File: src/rtl/mul_pkg.sv
// Shared types for the iterative shift-add multiply unit.
// Op codes, sequencer states and default sizes.
package mul_pkg;

    localparam int MUL_WIDTH = 32;
    localparam int MUL_RADDR = 4;

    typedef enum logic [1:0] {
        OP_MUL   = 2'b00,
        OP_UMULL = 2'b01,
        OP_SMULL = 2'b10,
        OP_RSVD  = 2'b11
    } op_e;

    typedef enum logic [2:0] {
        S_IDLE,
        S_MULT,
        S_SIGN,
        S_WB_LO,
        S_WB_HI,
        S_DONE
    } state_e;

endpackage

File: src/rtl/mul_shiftadd.sv
// Radix-2 shift-add datapath: accumulator, shifted multiplier, bit counter.
// Clear has priority over step, step over negate.
import mul_pkg::*;

module mul_shiftadd #(
    parameter int WIDTH = MUL_WIDTH
) (
    input  logic                         clk,
    input  logic                         reset,
    input  logic                         i_clear,
    input  logic                         i_step,
    input  logic                         i_negate,
    input  logic [WIDTH-1:0]             i_mplier,
    input  logic                         i_bit,
    output logic [2*WIDTH-1:0]           o_acc,
    output logic [$clog2(WIDTH)-1:0]     o_cnt,
    output logic                         o_last
);

    localparam int AW = 2 * WIDTH;
    localparam int CW = $clog2(WIDTH);

    logic [AW-1:0] r_acc;
    logic [AW-1:0] r_mplier;
    logic [CW-1:0] r_cnt;

    always_ff @(posedge clk or posedge reset) begin
        if (reset) begin
            r_acc    <= '0;
            r_mplier <= '0;
            r_cnt    <= '0;
        end else if (i_clear) begin
            r_acc    <= '0;
            r_mplier <= {{WIDTH{1'b0}}, i_mplier};
            r_cnt    <= '0;
        end else if (i_step) begin
            // r_mplier already holds mplier << r_cnt
            if (i_bit)
                r_acc <= r_acc + r_mplier;
            r_mplier <= r_mplier << 1;
            r_cnt    <= r_cnt + CW'(1);
        end else if (i_negate) begin
            r_acc <= ~r_acc + AW'(1);
        end
    end

    assign o_acc  = r_acc;
    assign o_cnt  = r_cnt;
    assign o_last = (r_cnt == CW'(WIDTH - 1));

endmodule

File: src/rtl/mul_sequencer.sv
// MUL/UMULL/SMULL sequencer: operand capture, sign fix-up and
// back-to-back register-file writeback of the low and high words.
import mul_pkg::*;

module mul_sequencer #(
    parameter int WIDTH = MUL_WIDTH,
    parameter int RADDR = MUL_RADDR
) (
    input  logic             clk,
    input  logic             reset,
    input  logic             start,
    input  logic [1:0]       op,
    input  logic [WIDTH-1:0] a,
    input  logic [WIDTH-1:0] b,
    input  logic [RADDR-1:0] rdlo,
    input  logic [RADDR-1:0] rdhi,
    input  logic             abort,
    output logic             busy,
    output logic             done,
    output logic             wb_en,
    output logic [RADDR-1:0] wb_addr,
    output logic [WIDTH-1:0] wb_data
);

    localparam int AW = 2 * WIDTH;
    localparam int CW = $clog2(WIDTH);

    state_e           r_state;
    op_e              r_op;
    logic [WIDTH-1:0] r_mcand;
    logic             r_neg;
    logic [RADDR-1:0] r_rdlo;
    logic [RADDR-1:0] r_rdhi;
    logic             r_busy;
    logic             r_done;
    logic             r_wb_en;
    logic [RADDR-1:0] r_wb_addr;
    logic [WIDTH-1:0] r_wb_data;

    op_e              w_op;
    logic             w_smull;
    logic [WIDTH-1:0] w_a;
    logic [WIDTH-1:0] w_b;
    logic             w_go;
    logic [AW-1:0]    w_acc;
    logic [CW-1:0]    w_cnt;
    logic             w_last;
    logic [WIDTH-1:0] w_lo;

    assign w_op    = op_e'(op);
    assign w_smull = (w_op == OP_SMULL);
    // Magnitudes are unsigned, so 0x80000000 stays correct
    assign w_a = (w_smull && a[WIDTH-1]) ? ~a + WIDTH'(1) : a;
    assign w_b = (w_smull && b[WIDTH-1]) ? ~b + WIDTH'(1) : b;
    assign w_go = (r_state == S_IDLE) && start && !abort;

    // Low word of -acc equals -(low word of acc)
    assign w_lo = r_neg ? ~w_acc[WIDTH-1:0] + WIDTH'(1)
                        : w_acc[WIDTH-1:0];

    mul_shiftadd #(
        .WIDTH (WIDTH)
    ) u_dp (
        .clk      (clk),
        .reset    (reset),
        .i_clear  (w_go),
        .i_step   (r_state == S_MULT),
        .i_negate ((r_state == S_SIGN) && r_neg),
        .i_mplier (w_b),
        .i_bit    (r_mcand[w_cnt]),
        .o_acc    (w_acc),
        .o_cnt    (w_cnt),
        .o_last   (w_last)
    );

    always_ff @(posedge clk or posedge reset) begin
        if (reset) begin
            r_state   <= S_IDLE;
            r_op      <= OP_MUL;
            r_mcand   <= '0;
            r_neg     <= 1'b0;
            r_rdlo    <= '0;
            r_rdhi    <= '0;
            r_busy    <= 1'b0;
            r_done    <= 1'b0;
            r_wb_en   <= 1'b0;
            r_wb_addr <= '0;
            r_wb_data <= '0;
        end else begin
            r_done    <= 1'b0;
            r_wb_en   <= 1'b0;
            r_wb_addr <= '0;
            r_wb_data <= '0;
            if (abort) begin
                r_state <= S_IDLE;
                r_busy  <= 1'b0;
            end else begin
                unique case (r_state)
                    S_IDLE: if (start) begin
                        r_op    <= w_op;
                        r_mcand <= w_a;
                        r_neg   <= w_smull & (a[WIDTH-1] ^ b[WIDTH-1]);
                        r_rdlo  <= rdlo;
                        r_rdhi  <= rdhi;
                        r_busy  <= 1'b1;
                        if (w_op == OP_RSVD) begin
                            r_state <= S_DONE;
                            r_done  <= 1'b1;
                        end else begin
                            r_state <= S_MULT;
                        end
                    end
                    S_MULT: if (w_last) r_state <= S_SIGN;
                    S_SIGN: begin
                        r_state   <= S_WB_LO;
                        r_wb_en   <= 1'b1;
                        r_wb_addr <= r_rdlo;
                        r_wb_data <= w_lo;
                    end
                    S_WB_LO: if (r_op == OP_MUL) begin
                        r_state <= S_DONE;
                        r_done  <= 1'b1;
                    end else begin
                        r_state   <= S_WB_HI;
                        r_wb_en   <= 1'b1;
                        r_wb_addr <= r_rdhi;
                        r_wb_data <= w_acc[AW-1:WIDTH];
                    end
                    S_WB_HI: begin
                        r_state <= S_DONE;
                        r_done  <= 1'b1;
                    end
                    S_DONE: begin
                        r_state <= S_IDLE;
                        r_busy  <= 1'b0;
                    end
                    default: begin
                        r_state <= S_IDLE;
                        r_busy  <= 1'b0;
                    end
                endcase
            end
        end
    end

    assign busy    = r_busy;
    assign done    = r_done;
    assign wb_en   = r_wb_en;
    assign wb_addr = r_wb_addr;
    assign wb_data = r_wb_data;

endmodule
File: config.mk
export PLATFORM = sky130hd
export DESIGN_NAME = mul_sequencer
export DESIGN_NICKNAME = d
export VERILOG_FILES = /design/src/rtl/mul_pkg.sv /design/src/rtl/mul_shiftadd.sv /design/src/rtl/mul_sequencer.sv
export SDC_FILE = /design/constraint.sdc
export NUM_CORES = 1
export LEC_CHECK = 0
export CAP_MARGIN = 20
export CORE_MARGIN = 3
export CORE_UTILIZATION = 50
export DETAILED_ROUTE_END_ITERATION = 7
export PLACE_DENSITY = 0.69
export SLEW_MARGIN = 20
export SYNTH_ARGS = -nofsm -noshare
export SYNTH_HDL_FRONTEND = slang
export SYNTH_SLANG_ARGS = --single-unit
File: constraint.sdc
create_clock -name clk -period 7.2 [get_ports clk]
set_input_delay 1.44 -clock clk [delete_from_list [all_inputs] [get_ports clk]]
set_output_delay 1.44 -clock clk [all_outputs]
set_load 0.005 [all_outputs]
==> impl_metrics.yaml, run 1 <==
critical_path:
  cp.arrival_ps: 5040
  cp-start-kind: "input pin"
  end_kind: "flop"
  crit_slowest_cell: "nand2_1"
  max_stage_delay_ps: 670
  worstPathCellList: "clkdlybuf4s50_1, nor2_1, and3_1, nor2_2, a22oi_2, buf_4, nand2_1, a21oi_1, nor4b_1, nand3b_1"
  startpoint: "abort"
  cp.required_ps: 7670
  reg2reg_from: "u_dp.o_acc[4]"
  cp_max_fo: 63
  path_class: "in2reg"
run_status:
  status: "finished clean"
run:
  maxCapViolations: 0
die:
  ios: 117
  rows: 63
  initial_core_util_pct: 51.4
  die_h_um: 182
  core-area_sq_um: 30100
  die_w_um: 182
  die_area_sq_um: 33100
route:
  drt_iter0_drc: 1152
  via_count: 14600
  post_drt_wl_per_cell_um: 20.0
  post-route-drc-count: 0
  firstDrtPassIters: 7
  wl_um: 47200
  viasPerCell: 6.18
  final_antenna_net_count: 0
power_and_ir_drop:
  power_frac_seq_pct: 32.1
  combPwrFrac_pct: 46.2
  p_sw_share_pct: 44.5
  internal_power_mw: 3.61
  clock_power_share_pct: 21.7
  switchingPower_mw: 2.89
  ir_worst_vdd_mv: 0.216
  power_mw: 6.50
  power_density_nw_per_um2: 365
  p_leak_nw: 7.61
synth:
  synthMostInstantiatedCell: "nand2_1"
  ys_seq_area_share_pct: 35.2
  synthArstFlopShare_pct: 100
  synth_top_area_share_pct: 35.2
  synth_area_per_cell_sq_um: 8.15
  ys.warnings.count: 0
  synth-edff-count: 0
  synth_cell_type_count: 70
  synth_cells: 1901
  synth_flop_cell: "dfrtp_1"
  synth-seq-cells: 218
  synth_area_leaders: "dfrtp_1, o21ai_0, nand2_1, ha_1, xnor2_1"
  synth_nets: 2048
  synth_largest_area_cell: "dfrtp_1"
  synthTopCellsByCount: "nand2_1, o21ai_0, dfrtp_1"
  mappedNetlistArea_sq_um: 15500
clock_network:
  hold_buffers: 0
  cts_buffers: 26
  cts_max_level: 1
  clk_pin_slew_ps: 60
  cts.sink_count: 218
  root_buffer: "clkbuf_16"
  post_cts_buffers: 0
  cts_tree: "built"
  cts_resized: 0
  clockBufferDepth: 3
  insertion_delay_ps: 540
finish:
  area_delta_synth_final_pct: 14.9
  drive_above_1_share_pct: 4.98
  final_nets: 2094
  antennaDiodeCount: 0
  fillCellCount: 2707
  finish.utilization_pct: 59.1
global_route:
  overflow: 0
  grt_max_degree: 126
  met3_usage_pct: 3.79
  grt_use_met1_pct: 37.8
  top_usage_layer: "met2"
  grt_use_met2_pct: 46.7
  grt_pass1_vias: 14000
  grt_antenna_before_repair: 1
  grt_use_total_pct: 27.8
  grt_pass1_wl_um: 75700
min_path:
  hp-class: "reg2reg"
  hold_start: "r_mcand[29]"
sta:
  clock.fmax_mhz: 219
  drv_slew: 0
  setup_tns_ps: 0
  setup_viol: 0
  worstMarginPinSlew_ps: 1010
  fin_crit_sh_pct: 63.5
  rsz0062_at_grt: "false"
  hold_viol: 0
  clock_skew_ps: 14.1
  final.setup.worst_slack_ps: 2630
  relSlewSlack_pct: 32.3
  finalCriticalPeriod_ps: 4570
placement:
  place_congestion: 0.939
  pre_cts_ws_ps: 2100
  hpwlAfterDp_um: 34400
  io_buffers: 116
critical path, delay by kind of cell:
kind | cells | cell delay [ps]
AND/OR/NAND/NOR | 6 | 1990
buffers and inverters | 2 | 1020
AO/OA/AOI/OAI | 2 | 560
flip-flops by register name (all words and copies together), names as in the netlist:
signal	cells
busy	1
done	1
r_mcand	32
r_neg	1
r_op	2
r_rdhi	4
r_rdlo	4
r_state	3
u_dp.o_acc	64
u_dp.o_cnt	5
u_dp.r_mplier	64
wb_addr	4
wb_data	32
wb_en	1
path summary, 6_finish.rpt:
check | endpoint | slack, ps | cells past startpoint
worst max-delay path | u_dp.o_acc[63] | 2630 | 10
worst min-delay path | r_mcand[29] | 480 | 2
worst max register to register | u_dp.o_acc[63] | 2950 | 11
worst min register to register | r_mcand[29] | 480 | 2
max in group asynchronous | u_dp.o_acc[53] | 4510 | 3
min in group asynchronous | u_dp.o_acc[38] | 1440 | 2
cell families after synthesis:
| group | count (synthesis) | share of synthesized area, % |
|---|---|---|
| buf+inv | 144 | 3.60 |
| mux | 14 | 1.71 |
| fa+ha+maj | 69 | 5.62 |
| flops | 218 | 35.2 |
| simple gates | 708 | 21.6 |
| xor+xnor | 149 | 8.42 |
| compound gates | 599 | 23.9 |
power groups by stage:
stage	registers [mW]	logic, mW	clock network [mW]
floorplan	1.85	2.26	0
global placement	2.08	2.92	0
detailed placement	2.09	2.95	0
CTS	2.07	2.97	1.43
global route	2.13	3.33	1.47
finish	2.09	3.01	1.41
per-layer routing:
metal	routed length (um)	up-vias
met5	22	-
met2	22200	505
li1	-	6985
met4	1430	2
met1	20700	6993
met3	2830	82
area by class of cell:
class / count / area (sq um) / area share [%]
multi-input cells: 1539 / 9520 / 53.5
clock inverters: 15 / 190 / 1.07
inverters: 29 / 113 / 0.633
well taps: 390 / 488 / 2.74
clock buffers: 32 / 734 / 4.13
repair buffers: 133 / 1300 / 7.31
flip-flops and latches: 218 / 5460 / 30.7
cells in the final DEF, fill, tap and decap left out, types with 8 or more instances in the layout:
cell type	n
nand2_1	290
o21ai_0	223
dfrtp_1	218
nor2_1	137
a21oi_1	123
clkdlybuf4s50_1	116
a22oi_1	88
xnor2_1	87
ha_1	68
xor2_1	62
nand3_1	55
a21o_1	44
nor3_1	43
or3_1	40
nand4_1	29
inv_1	28
clkbuf_16	27
nor4_1	21
nand2b_1	17
o31ai_1	16
buf_4	16
or4_1	15
and2_1	11
o21bai_1	11
mux4_2	10
a22o_1	10
o21a_1	9
nor2b_1	8
and3_1	8
a31oi_1	8
a211oi_1	8
o41ai_1	8
per-stage QoR:
step           cell area [sq um]  hold slack [ps]  std cells
2_1_floorplan              15500              441       1901
3_3_place_gp               16900              458       2309
3_5_place_dp               16900              466       2309
4_1_cts                    17800              480       2356
5_1_grt                    17800              504       2356
6_report                   17800              475       2356
(Power assumes the default switching activity.)
==> run 2, diff against run 1 <==
- clock period: 7.2 -> 3.68 ns (I/O delays scaled with it)
==> impl_metrics.yaml, run 2 (synthesis gave the netlist of run 1 again) <==
placement:
  place_congestion: 0.948
  io_buffers: 116
  hpwlAfterDp_um: 36600
  placed_cells: 2422
  pre_cts_ws_ps: -191
clock_network:
  cts_tree: "built"
  cts_max_level: 1
  root_buffer: "clkbuf_16"
  insertion_delay_ps: 540
  cts.sink_count: 218
  clk_pin_slew_ps: 70
  clockBufferDepth: 3
  hold_buffers: 0
  cts_buffers: 25
min_path:
  holdPathEnd: "r_rdhi[2]"
  hold_start: "r_rdhi[2]"
  whs_path_depth: 2
  hp-class: "reg2reg"
die:
  initial_core_util_pct: 51.4
  die_w_um: 182
  core-area_sq_um: 30100
  die_area_sq_um: 33100
  rows: 63
  ios: 117
  die_h_um: 182
critical_path:
  ff2ff_path_depth: 13
  reg2reg_from: "u_dp.o_acc[1]"
  crit_slowest_cell: "or3_4"
  cp-start-kind: "flop"
  cp_max_fo: 4
  cp.arrival_ps: 3980
  path_class: "reg2reg"
  reg2reg_slack_ps: 170
  end_kind: "flop"
  cp.required_ps: 4150
  crit_family: "simple AND/OR/NAND/NOR gates"
  max_stage_delay_ps: 430
  path_buf_inv: 2
  path_depth: 13
  r2r-end: "u_dp.o_acc[62]"
  worstPathCellList: "buf_4, inv_1, ha_1, or3b_4, nor4_4, nand4_1, or3_4, or3_4, nor4_4, xnor2_2, o21ai_1, or3_1, nand3_1"
sta:
  finalCriticalPeriod_ps: 3510
  drv_slew: 0
  fin_crit_sh_pct: 95.4
  hold_viol: 0
  setup_viol: 0
  relSlewSlack_pct: 38.5
  final.setup.worst_slack_ps: 169
  clock_skew_ps: 14.1
  setup_tns_ps: 0
  clock.fmax_mhz: 285
  worstMarginPinSlew_ps: 921
route:
  post-route-drc-count: 0
  viasPerCell: 6.15
  final_antenna_net_count: 0
  via_count: 15200
  firstDrtPassIters: 5
  wl_um: 49300
  post_drt_wl_per_cell_um: 20.0
  drt_iter0_drc: 1252
global_route:
  grt_pass1_wl_um: 77700
  grt_use_met1_pct: 38.9
  grt_use_total_pct: 28.7
  top_usage_layer: "met2"
  overflow: 0
  grt_use_met2_pct: 49.4
  grt_pass1_vias: 14500
  grt_antenna_before_repair: 0
  met3_usage_pct: 2.78
  grt_max_degree: 133
run:
  maxCapViolations: 0
finish:
  mostFrequentLayoutCells: "nand2_1, o21ai_0, dfrtp_1, nor2_1, buf_4"
  drive_above_1_share_pct: 10.7
  final_nets: 2207
  fillCellCount: 2641
  instances_no_fill: 2469
  antennaDiodeCount: 0
  area_delta_synth_final_pct: 21.5
  final_common_cell: "nand2_1"
power_and_ir_drop:
  ir_worst_vdd_mv: 0.424
  power_mw: 13.6
  p_leak_nw: 8.22
  power_density_nw_per_um2: 723
run_status:
  status: "finished clean"
[run 2: cell types whose count changed in the layout (fill, tap and decap cells not counted), moves of 3 or more]
cell,delta
nor4_1,-4
buf_12,+5
buf_4,+109
clkinv_2,-3
[run 2: through the flow]
| step | util (%) | hold slack [ps] | area (sq um) |
|---|---|---|---|
| 2_1_floorplan | - | 441 | 15500 |
| 3_3_place_gp | 59.1 | 455 | 17800 |
| 3_5_place_dp | 59.1 | 463 | 17800 |
| 4_1_cts | 62.2 | 478 | 18700 |
| 5_1_grt | 62.5 | 498 | 18800 |
| 6_report | 62.5 | 475 | 18800 |
[run 2: what timing repair did]
item                                   CTS  global route
pin swaps                                0             3
endpoints found under the hold margin    0             0
setup endpoints to repair                1            13
resized for setup                        2            17
setup buffers                            0             1
cloned                                   0             0
[run 2: power breakdown]
part,leakage (nW),internal (mW),switching [mW]
clock network,0.456,1.79,1.05
logic,4.91,2.90,4.01
registers,2.86,3.03,0.834
[run 2: how the worst max path moves through the flow]
stage	start	slack, ps	to
2_1_floorplan	reset	100	busy
3_3_place_gp	b[9]	-110	u_dp.r_mplier[29]
3_5_place_dp	b[9]	-190	u_dp.r_mplier[29]
4_1_cts	u_dp.o_acc[1]	10	u_dp.o_acc[62]
5_1_grt	u_dp.o_acc[1]	-8	u_dp.o_acc[62]
6_report	u_dp.o_acc[1]	170	u_dp.o_acc[62]
[run 2: worst register-to-register path: stages, from the launching register on]
cell,delay (ps)
dfrtp_1,390
buf_4,150
inv_1,100
ha_1,170
or3b_4,400
nor4_4,270
nand4_1,180
or3_4,430
or3_4,400
nor4_4,210
xnor2_2,160
o21ai_1,90
or3_1,380
nand3_1,90
[run 2: cell type report]
type	count	area, sq um	area share [%]
Inverter	29	113	0.598
Multi-Input combinational cell	1539	9600	51.0
Sequential cell	218	5460	29.0
Clock inverter	12	219	1.16
Timing Repair Buffer	247	2220	11.8
Clock buffer	34	719	3.82
Tap cell	390	488	2.59
[run 2: layer usage]
metal | wire length (um) | up-vias
met5 | 0 | -
met4 | 1490 | 0
met3 | 2890 | 85
met2 | 23700 | 545
met1 | 21200 | 7341
li1 | - | 7222
==> run 3, diff against run 2 <==
- RECOVER_POWER: not set -> 100
==> impl_metrics.yaml, run 3 (synthesis gave the netlist of run 1 again) <==
power_and_ir_drop:
  p_sw_share_pct: 43.4
  p_leak_nw: 8.30
  power_frac_seq_pct: 28.6
  ir_worst_vdd_mv: 0.423
  clock_power_share_pct: 21.0
  combPwrFrac_pct: 50.5
  power_mw: 13.5
  power_density_nw_per_um2: 725
  internal_power_mw: 7.66
  switchingPower_mw: 5.88
die:
  ios: 117
  die_area_sq_um: 33100
  core-area_sq_um: 30100
  rows: 63
  die_h_um: 182
  die_w_um: 182
  initial_core_util_pct: 51.4
critical_path:
  path_class: "reg2reg"
  cp.arrival_ps: 3970
  max_stage_delay_ps: 440
  cp.required_ps: 4150
  path_buf_inv: 2
  cp_max_fo: 4
  crit_slowest_cell: "or3_4"
  cp-start-kind: "flop"
  worstPathCellList: "buf_4, inv_1, ha_1, or3b_4, nor4_4, nand4_1, or3_4, or3_4, nor4_4, xnor2_2, o21ai_1, or3_1, nand3_1"
  reg2reg_slack_ps: 170
  end_kind: "flop"
  crit_family: "simple AND/OR/NAND/NOR gates"
route:
  viasPerCell: 6.17
  final_antenna_net_count: 0
  wl_um: 49200
  drt_iter0_drc: 1348
  via_count: 15200
  post-route-drc-count: 0
  firstDrtPassIters: 5
  post_drt_wl_per_cell_um: 19.9
sta:
  holdWs_ps: 476
  finalCriticalPeriod_ps: 3510
  fin_crit_sh_pct: 95.3
  final.setup.worst_slack_ps: 172
  hold_viol: 0
  drv_slew: 104
  clock_skew_ps: 17.1
  worstMarginPinSlew_ps: 1650
  setup_viol: 0
  clock.fmax_mhz: 285
  relSlewSlack_pct: -10.2
clock_network:
  root_buffer: "clkbuf_16"
  clk_pin_slew_ps: 70
  cts_max_level: 1
  clockBufferDepth: 3
  cts_tree: "built"
  cts_buffers: 25
  insertion_delay_ps: 540
  cts.sink_count: 218
run:
  maxCapViolations: 3
finish:
  final_common_cell: "nand2_1"
  area_delta_synth_final_pct: 20.5
  finish.utilization_pct: 62.0
  antennaDiodeCount: 0
  final_nets: 2207
  instances_no_fill: 2469
  mostFrequentLayoutCells: "nand2_1, o21ai_0, dfrtp_1, nor2_1, a21oi_1"
  drive_above_1_share_pct: 9.96
min_path:
  hp-class: "reg2reg"
global_route:
  grt_pass1_vias: 14500
  grt_use_total_pct: 28.7
  grt_max_degree: 133
  grt_antenna_before_repair: 0
  grt_pass1_wl_um: 77700
  overflow: 0
placement:
  io_buffers: 116
  placed_cells: 2422
  place_congestion: 0.948
  hpwlAfterDp_um: 36600
  pre_cts_ws_ps: -191
run_status:
  status: "finished, violations left"
  violations: "capacitance limit, slew limit"
run 3: final cells by class:
cell class                 instances  area, sq um
timing repair buffer             247         2110
tap                              390          488
clock inverter                    12          219
sequential                       218         5460
fill                            2669        11400
inverter                          29          110
clock buffer                      34          719
multi-input combinational       1539         9570
run 3: power by group through the flow:
stage | Clock (mW) | Sequential, mW | Combinational [mW]
2_1_floorplan | 0 | 3.62 | 4.43
3_3_place_gp | 0 | 3.84 | 6.62
3_5_place_dp | 0 | 3.87 | 6.70
4_1_cts | 2.88 | 3.83 | 6.75
5_1_grt | 2.97 | 3.93 | 7.45
6_report | 2.84 | 3.87 | 6.83
run 3: what timing repair did:
action                                  4_1_cts  5_1_grt
buffers inserted                              0        1
hold buffers                                  0        0
resized for setup                             2       17
gates cloned                                  0        0
endpoints found under the setup margin        1       13
pin swaps                                     0        3
run 3: final timing paths:
check / start / endpoint / depth (start not counted)
max: u_dp.o_acc[1] / u_dp.o_acc[62] / 13
min: r_op[0] / r_op[0] / 2
max reg2reg: u_dp.o_acc[1] / u_dp.o_acc[62] / 13
min reg2reg: r_op[0] / r_op[0] / 2
max in group asynchronous: reset / u_dp.r_mplier[5] / 3
min in group asynchronous: reset / wb_data[10] / 2
run 3: metrics by stage:
step / instance area [sq um] / setup TNS (ps)
floorplan: 15500 / 0
global placement: 17800 / -109
detailed placement: 17800 / -477
CTS: 18700 / 0
global route: 18700 / -6.33
finish: 18700 / 0
run 3: tightest hold or removal path, delay by kind of cell, from the launching register on:
| kind | cells | cell delay [ps] |
|---|---|---|
| simple gates | 2 | 110 |
| flops | 1 | 340 |
run 3: layer usage:
| metal | part of all wire (%) | vias to the layer above | wire length [um] | GRT usage [%] |
|---|---|---|---|---|
| met5 | 0 | - | 0 | 0 |
| met4 | 3.0 | 0 | 1500 | 7.40 |
| met3 | 5.6 | 87 | 2760 | 2.78 |
| met2 | 48 | 532 | 23800 | 49.4 |
| met1 | 43 | 7394 | 21100 | 38.9 |
| li1 | - | 7213 | - | - |
